`config.mk`:
```
export PLATFORM = sky130hd
export DESIGN_NAME = master
export DESIGN_NICKNAME = d
export VERILOG_FILES = /design/src/rtl/master.sv
export SDC_FILE = /design/constraint.sdc
export NUM_CORES = 1
export LEC_CHECK = 0
export ABC_CLOCK_PERIOD_IN_PS = 3200
export BUFFER_PORTS_ARGS = -buffer_cell sky130_fd_sc_hd__buf_2
export CAP_MARGIN = 20
export CELL_PAD_IN_SITES_DETAIL_PLACEMENT = 1
export CELL_PAD_IN_SITES_GLOBAL_PLACEMENT = 2
export CORE_MARGIN = 2
export CORE_UTILIZATION = 32
export CTS_CLUSTER_SIZE = 12
export DETAILED_ROUTE_END_ITERATION = 10
export HOLD_SLACK_MARGIN = 0.12
export PLACE_DENSITY_LB_ADDON = 0.1
export SYNTH_ARGS = -nofsm -noshare
export SYNTH_HDL_FRONTEND = slang
export SYNTH_SLANG_ARGS = --single-unit
```
`constraint.sdc`:
```
create_clock -name clk -period 3.2 [get_ports clk]
set_input_delay 0.16 -clock clk [delete_from_list [all_inputs] [get_ports clk]]
set_output_delay 0.16 -clock clk [all_outputs]
set_load 0.02 [all_outputs]
```
`src/rtl/master.sv`:
```
// master: stream burst source. Emits bursts of trans_lenth beats over a
// valid/ready handshake, with m_tlast on the final beat. All outputs are
// registered.
// By default each beat carries its beat index truncated to data_width.
// Define MASTER_LFSR_PATTERN_EN to carry an LFSR sequence instead. The LFSR
// is seeded with 1 at the start of each burst. Burst length, tlast and
// handshake timing are the same in both builds.
module master #(
    parameter int data_width  = 4,
    parameter int trans_width = 8,
    parameter int trans_lenth = 2**trans_width
) (
    input  logic                  clk,
    input  logic                  rst,
    input  logic                  en,
    input  logic                  m_ready,
    output logic [data_width-1:0] m_data,
    output logic                  m_valid,
    output logic                  m_tlast
);

    typedef enum logic {IDLE, SEND} state_t;

    // Counter value that marks the final beat of a burst.
    localparam logic [trans_width-1:0] LAST_BEAT = trans_width'(trans_lenth - 1);

    state_t                 state, state_nxt;
    logic [trans_width-1:0] cnt, cnt_nxt;
    logic [data_width-1:0]  data_nxt;
    logic                   valid_nxt, tlast_nxt;
    logic                   xfer;

    assign xfer = m_valid & m_ready;

`ifdef MASTER_LFSR_PATTERN_EN
    logic [data_width-1:0] lfsr, lfsr_nxt, lfsr_step;
    // lfsr holds the payload currently on the bus.
    // lfsr_step is the payload of the following beat.
    assign lfsr_step = {lfsr[data_width-2:0], lfsr[data_width-1] ^ lfsr[data_width-2]};
`endif

    // Next-state and next-output decode. Every output register is loaded
    // from here, so the outputs change only on a clock edge.
    always_comb begin
        state_nxt = state;
        cnt_nxt   = cnt;
        data_nxt  = m_data;
        valid_nxt = m_valid;
        tlast_nxt = m_tlast;
`ifdef MASTER_LFSR_PATTERN_EN
        lfsr_nxt  = lfsr;
`endif
        case (state)
            IDLE: begin
                // m_ready is ignored here because m_valid is low.
                if (en) begin
                    state_nxt = SEND;
                    cnt_nxt   = '0;
                    valid_nxt = 1'b1;
                    tlast_nxt = (LAST_BEAT == '0);
`ifdef MASTER_LFSR_PATTERN_EN
                    data_nxt  = data_width'(1);
                    lfsr_nxt  = data_width'(1);
`else
                    data_nxt  = '0;
`endif
                end
            end
            SEND: begin
                // en is ignored here. The outputs hold until a transfer.
                if (xfer) begin
                    if (m_tlast) begin
                        state_nxt = IDLE;
                        cnt_nxt   = '0;
                        valid_nxt = 1'b0;
                        tlast_nxt = 1'b0;
                        data_nxt  = '0;
`ifdef MASTER_LFSR_PATTERN_EN
                        lfsr_nxt  = data_width'(1);
`endif
                    end else begin
                        cnt_nxt   = cnt + 1'b1;
                        valid_nxt = 1'b1;
                        tlast_nxt = (cnt_nxt == LAST_BEAT);
`ifdef MASTER_LFSR_PATTERN_EN
                        data_nxt  = lfsr_step;
                        lfsr_nxt  = lfsr_step;
`else
                        data_nxt  = data_width'(cnt_nxt);
`endif
                    end
                end
            end
            default: begin
                state_nxt = IDLE;
            end
        endcase
    end

    // State register.
    // Reset takes priority over en and m_ready.
    always_ff @(posedge clk) begin
        if (rst) state <= IDLE;
        else     state <= state_nxt;
    end

    // Output and beat-counter registers. Reset takes priority, so the
    // outputs are defined from the first reset edge even when en is X.
    always_ff @(posedge clk) begin
        if (rst) begin
            cnt     <= '0;
            m_data  <= '0;
            m_valid <= 1'b0;
            m_tlast <= 1'b0;
        end else begin
            cnt     <= cnt_nxt;
            m_data  <= data_nxt;
            m_valid <= valid_nxt;
            m_tlast <= tlast_nxt;
        end
    end

`ifdef MASTER_LFSR_PATTERN_EN
    // LFSR payload register. It rests at the seed value between bursts.
    always_ff @(posedge clk) begin
        if (rst) lfsr <= data_width'(1);
        else     lfsr <= lfsr_nxt;
    end
`endif

endmodule

```
# Word-level counts from Yosys, hierarchy flattened
# Cells that the tools add are included.
[totals]
ff_bits = 15
elab_cells = 31
out_inout_bits = 6
in_bits = 4
[classes]
n_mux = 19
n_eq_ne = 3
bitwise = 2
n_reduce_logical = 1
add_sub_neg = 1
[ops]
columns = ["operator", "n"]
rows = [
  ["2-to-1 mux 8 bit", 3],
  ["one-hot mux 8 bit (2 select lines)", 1],
  ["2-to-1 mux 4 bit", 3],
  ["adder 8 x 1 -> 8 bit (second input constant)", 1],
  ["== test 8 bit (second input constant)", 1],
  ["2-to-1 mux 1 bit", 8],
  ["one-hot mux 4 bit (2 select lines)", 1],
  ["one-hot mux 1 bit (2 select lines)", 3],
  ["inequality test 2 x 1 -> 1 bit (second input constant)", 1],
  ["inequality test 2 bit (second input constant)", 1],
  ["AND reduction 2 bit", 1],
  ["bitwise AND 1 bit", 1],
  ["NOT 1 bit", 1],
]

# Depth between registers and ports, before layout
[logic_depth]
depth_word = 5
mapped_depth = 5
depth_no_buf = 5

# Worst setup path after synthesis
# OpenSTA, ideal clock, no wires.
[synth_timing]
path_kind = "register -> register"
startpoint = "reg m_valid"
endpoint = "reg cnt[7]"
arrival_time_ps = 1465
path_slack_ps = 1673
n_path_buf = 0
required_ps = 3138
setup_time_ps = 62
path_stages_with_launch = 5
cell_sequence = "dfxtp_1 > nand4b_4 > or2_0 > or4_1 > nand3_1"
[synth_via]
elab_chain_cells = 3
[synth_rtl]
columns = ["element", "line_no", "rtl"]
rows = [
  ["from (decl)", "18", "output logic m_valid,"],
  ["from (signal assigned)", "118", "m_valid <= valid_nxt;"],
  ["bitwise AND 1 bit", "33", "assign xfer = m_valid & m_ready;"],
  ["inequality test 2 x 1 -> 1 bit (no line)", "-", ""],
  ["AND reduction 2 bit (no line)", "-", ""],
  ["to (signal assigned)", "116", "cnt <= cnt_nxt;"],
  ["to (decl)", "28", "logic [trans_width-1:0] cnt, cnt_nxt;"],
]
# Every way passes these cells.
# A chain may end at the register's enable or synchronous reset.

# Final worst setup path
[layout_timing]
startpoint = "reg state"
endpoint = "reg cnt[7]"
[layout_via]
elab_chain_cells = 3
elab_cells_between_ends = 5
[layout_rtl]
columns = ["element", "line_no", "rtl"]
rows = [
  ["from (decl)", "27", "state_t state, state_nxt;"],
  ["from (signal assigned)", "104", "else state <= state_nxt;"],
  ["NOT 1 bit", "-", ""],
  ["inequality test 2 bit (no line)", "-", ""],
  ["AND reduction 2 bit (no line)", "-", ""],
]
# Parallel ways exist; a longest one is shown, timed or not.

==> qor.tcl <==
set qor(port_buffers) 9
set qor(synth.yosys.warnings) 0
set qor(worst_slew_pin_slew_ps) 497.6
set qor(final_area_sq_um) 655.6
set qor(maxCapViolations) 0
set qor(timing_hold_violations_final) 0
set qor(finalSetupViolCount) 0
set qor(instance_area_at_placement_sq_um) 629.4
set qor(maximum_number_of_pins_on_one_net_before_global_route_repair) 12
set qor(drive_above_1_share_pct) 17.72
set qor(critical_path.startpoint_type) {flip-flop}
set qor(postSynth.asyncResetShare_pct) 0
set qor(num_vias) 522
set qor(antenna_cells_inserted) 0
set qor(grt.total_usage_pct) 15.78
set qor(post_synth_edffs) 0
set qor(post_cts.repair.setup_buffers) 0
set qor(report.final.slew_viol_count) 0
set qor(synth_top_flop_cell) {dfxtp_1}
set qor(layout.cells.most_common_list) {14 x nor2_1, 11 x dfxtp_1, 9 x a21oi_1, 9 x buf_2, 6 x nand3_1}
set qor(power.ir.vdd_worst_v) 0.0002251
set qor(avgRoutedWirePerCell_microns) 12.87
set qor(globalRouteOverflowTotal) 0
set qor(synthesized_cell_area_sq_um) 591.8
set qor(design.final.nets) 86
set qor(wire_length_of_the_first_global_routing_pass_microns) 2318
set qor(timing.critical_path.to_type) {flip-flop}
set qor(drt_first_iter_violations) 4
set qor(routed_wl_microns) 1338
set qor(post-route-worst-setup-slack_ps) 1710
set qor(antenna_found_initial) 0
set qor(worst_ep_required_time_ps) 3420
set qor(ioPinCount) 10
set qor(synth-seq-cells) 11
set qor(die_area_sq_um) 2209
set qor(cts_htree_levels) 1
set qor(drt_drc_violations_left) 0
set qor(resized_cells_post_cts) 0
set qor(synth-seq-area-share_pct) 37.21
set qor(worst-r2r-setup-slack_ps) 1710
set qor(power.density_nw_per_um2) 406.9
set qor(leakagePower_nw) 0.2667
set qor(worst-endpoint-arrival_ps) 1710
set qor(die_height_microns) 47.01
set qor(synthesis.nets) 78
set qor(rows) 15
set qor(cts_made_buffers) 3
set qor(clock_skew_ps) 2.843
set qor(final_core_utilization_pct) 37.97
set qor(first_pass_iters) 3
set qor(status) {complete, no violations}
set qor(gp_congestion) 0.7500
set qor(n_fill_cell) 223
set qor(clkSinkCount) 11
set qor(drtAntennaViolNets) 0
set qor(clock_path_buffers) 2
set qor(total_neg_setup_slack_ps) 0
set qor(cts_root_buffer) {clkbuf_4}
set qor(period_share_pct) 46.56
set qor(critPathMaxFanout) 8
set qor(worst_slew_margin_rel_pct) 66.75
set qor(initial_standard_cell_utilization_of_the_core_pct) 34.28
set qor(core_area_sq_um) 1727
set qor(synthesis_to_layout_area_growth_pct) 10.78
set qor(dpl_worst_slack_ps) 1714
set qor(post_cts_hold_buffer_count) 0
set qor(hold-worst-slack_ps) 199.3
set qor(routed_via_density) 5.019
set qor(period_needed_ps) 1490
set qor(via_count_of_the_first_global_routing_pass) 493
set qor(layout.cells.most_common) {nor2_1}
set qor(critical_path_class) {flip-flop to flip-flop}
set qor(grt_setup_unrepaired) {false}
set qor(postSynthAreaPerCell_sq_um) 8.220
set qor(synthesis.instances) 72
set qor(dpl.hpwl_microns) 942.4
set qor(synth_cell_types) 26
set qor(holdCritPathClass) {input pin to flip-flop}
set qor(max_clock_freq_ghz) 0.6711
set qor(cts.reportedPaths.clkPinSlew_ps) 70
set qor(cts_tree) {built}
set qor(dieWidth_microns) 47.01
set qor(clock_insertion_delay_worst_skew_ps) 280
-- synthesized netlist by cell type (2+ instances only) --
| master | instances | area (sq um) |
|---|---|---|
| a211oi_1 | 3 | 22.52 |
| a21oi_1 | 9 | 45.04 |
| and3_1 | 2 | 12.51 |
| buf_4 | 4 | 30.03 |
| dfxtp_1 | 11 | 220.2 |
| ha_1 | 2 | 25.02 |
| nand2_1 | 2 | 7.510 |
| nand3_1 | 6 | 30.03 |
| nor2_1 | 14 | 52.55 |
| o21ai_0 | 2 | 10.01 |
| xnor2_1 | 2 | 17.52 |
-- sequential cells by signal, indices dropped and copies added (netlist names) --
| register | cells |
|---|---|
| cnt | 5 |
| m_valid | 1 |
| state | 1 |
| m_tlast | 1 |
| m_data | 3 |
-- worst max-delay path, cell delays in order (launching register included) --
cell and delay, ps:
dfxtp_1 440, nand4b_4 180, or2_0 230, or4_1 500, nand3_1 90
-- layout make-up --
cell class | count | area (sq um) | share of cell area [%]
multi-input combinational | 54 | 329.1 | 50.19
timing repair buffer | 9 | 45.04 | 6.870
inverter | 1 | 3.754 | 0.5725
sequential | 11 | 220.2 | 33.59
clock buffer | 4 | 26.28 | 4.008
tap | 25 | 31.28 | 4.771
-- metal layers --
layer / GRT usage [%] / routed length [microns]
met1: 22.14 / 684
met2: 20.82 / 565
met3: 3.462 / 39
met4: 11.67 / 48
met5: 0 / 0
-- through the flow --
| step | power [mW] | instances |
|---|---|---|
| final | 0.2668 | 104 |
| after floorplan | 0.1609 | 72 |
| after CTS | 0.2713 | 104 |
| after global routing | 0.2794 | 104 |
| after global placement | 0.1685 | 100 |
| after detailed placement | 0.1681 | 100 |
-- report_power, final --
group          internal [mW]  switching (mW)
Clock                 0.0484          0.0536
Combinational        0.00771          0.0140
Sequential             0.139         0.00383
-- worst paths after layout --
path / start / endpoint / depth (start not counted)
setup / recovery: state$_SDFF_PP0_ / cnt[7]$_SDFFE_PP0P_ / 4
hold reg to reg: cnt[6]$_SDFFE_PP0P_ / cnt[6]$_SDFFE_PP0P_ / 1
hold / removal: rst / state$_SDFF_PP0_ / 2
setup reg to reg: state$_SDFF_PP0_ / cnt[7]$_SDFFE_PP0P_ / 4
-- logic make-up (layout without fill, tap and decap cells) --
group | Yosys count | after routing | synth area share [%]
and+or+nand+nor | 32 | 32 | 29.60
AOI/OAI and AO/OA | 18 | 18 | 18.82
DFF | 11 | 11 | 37.21
buffers and inverters | 7 | 14 | 7.186
adders and majority gates | 2 | 2 | 4.228
xor gates and xnor gates | 2 | 2 | 2.960
Note: power is estimated with default switching activity, not from simulation.
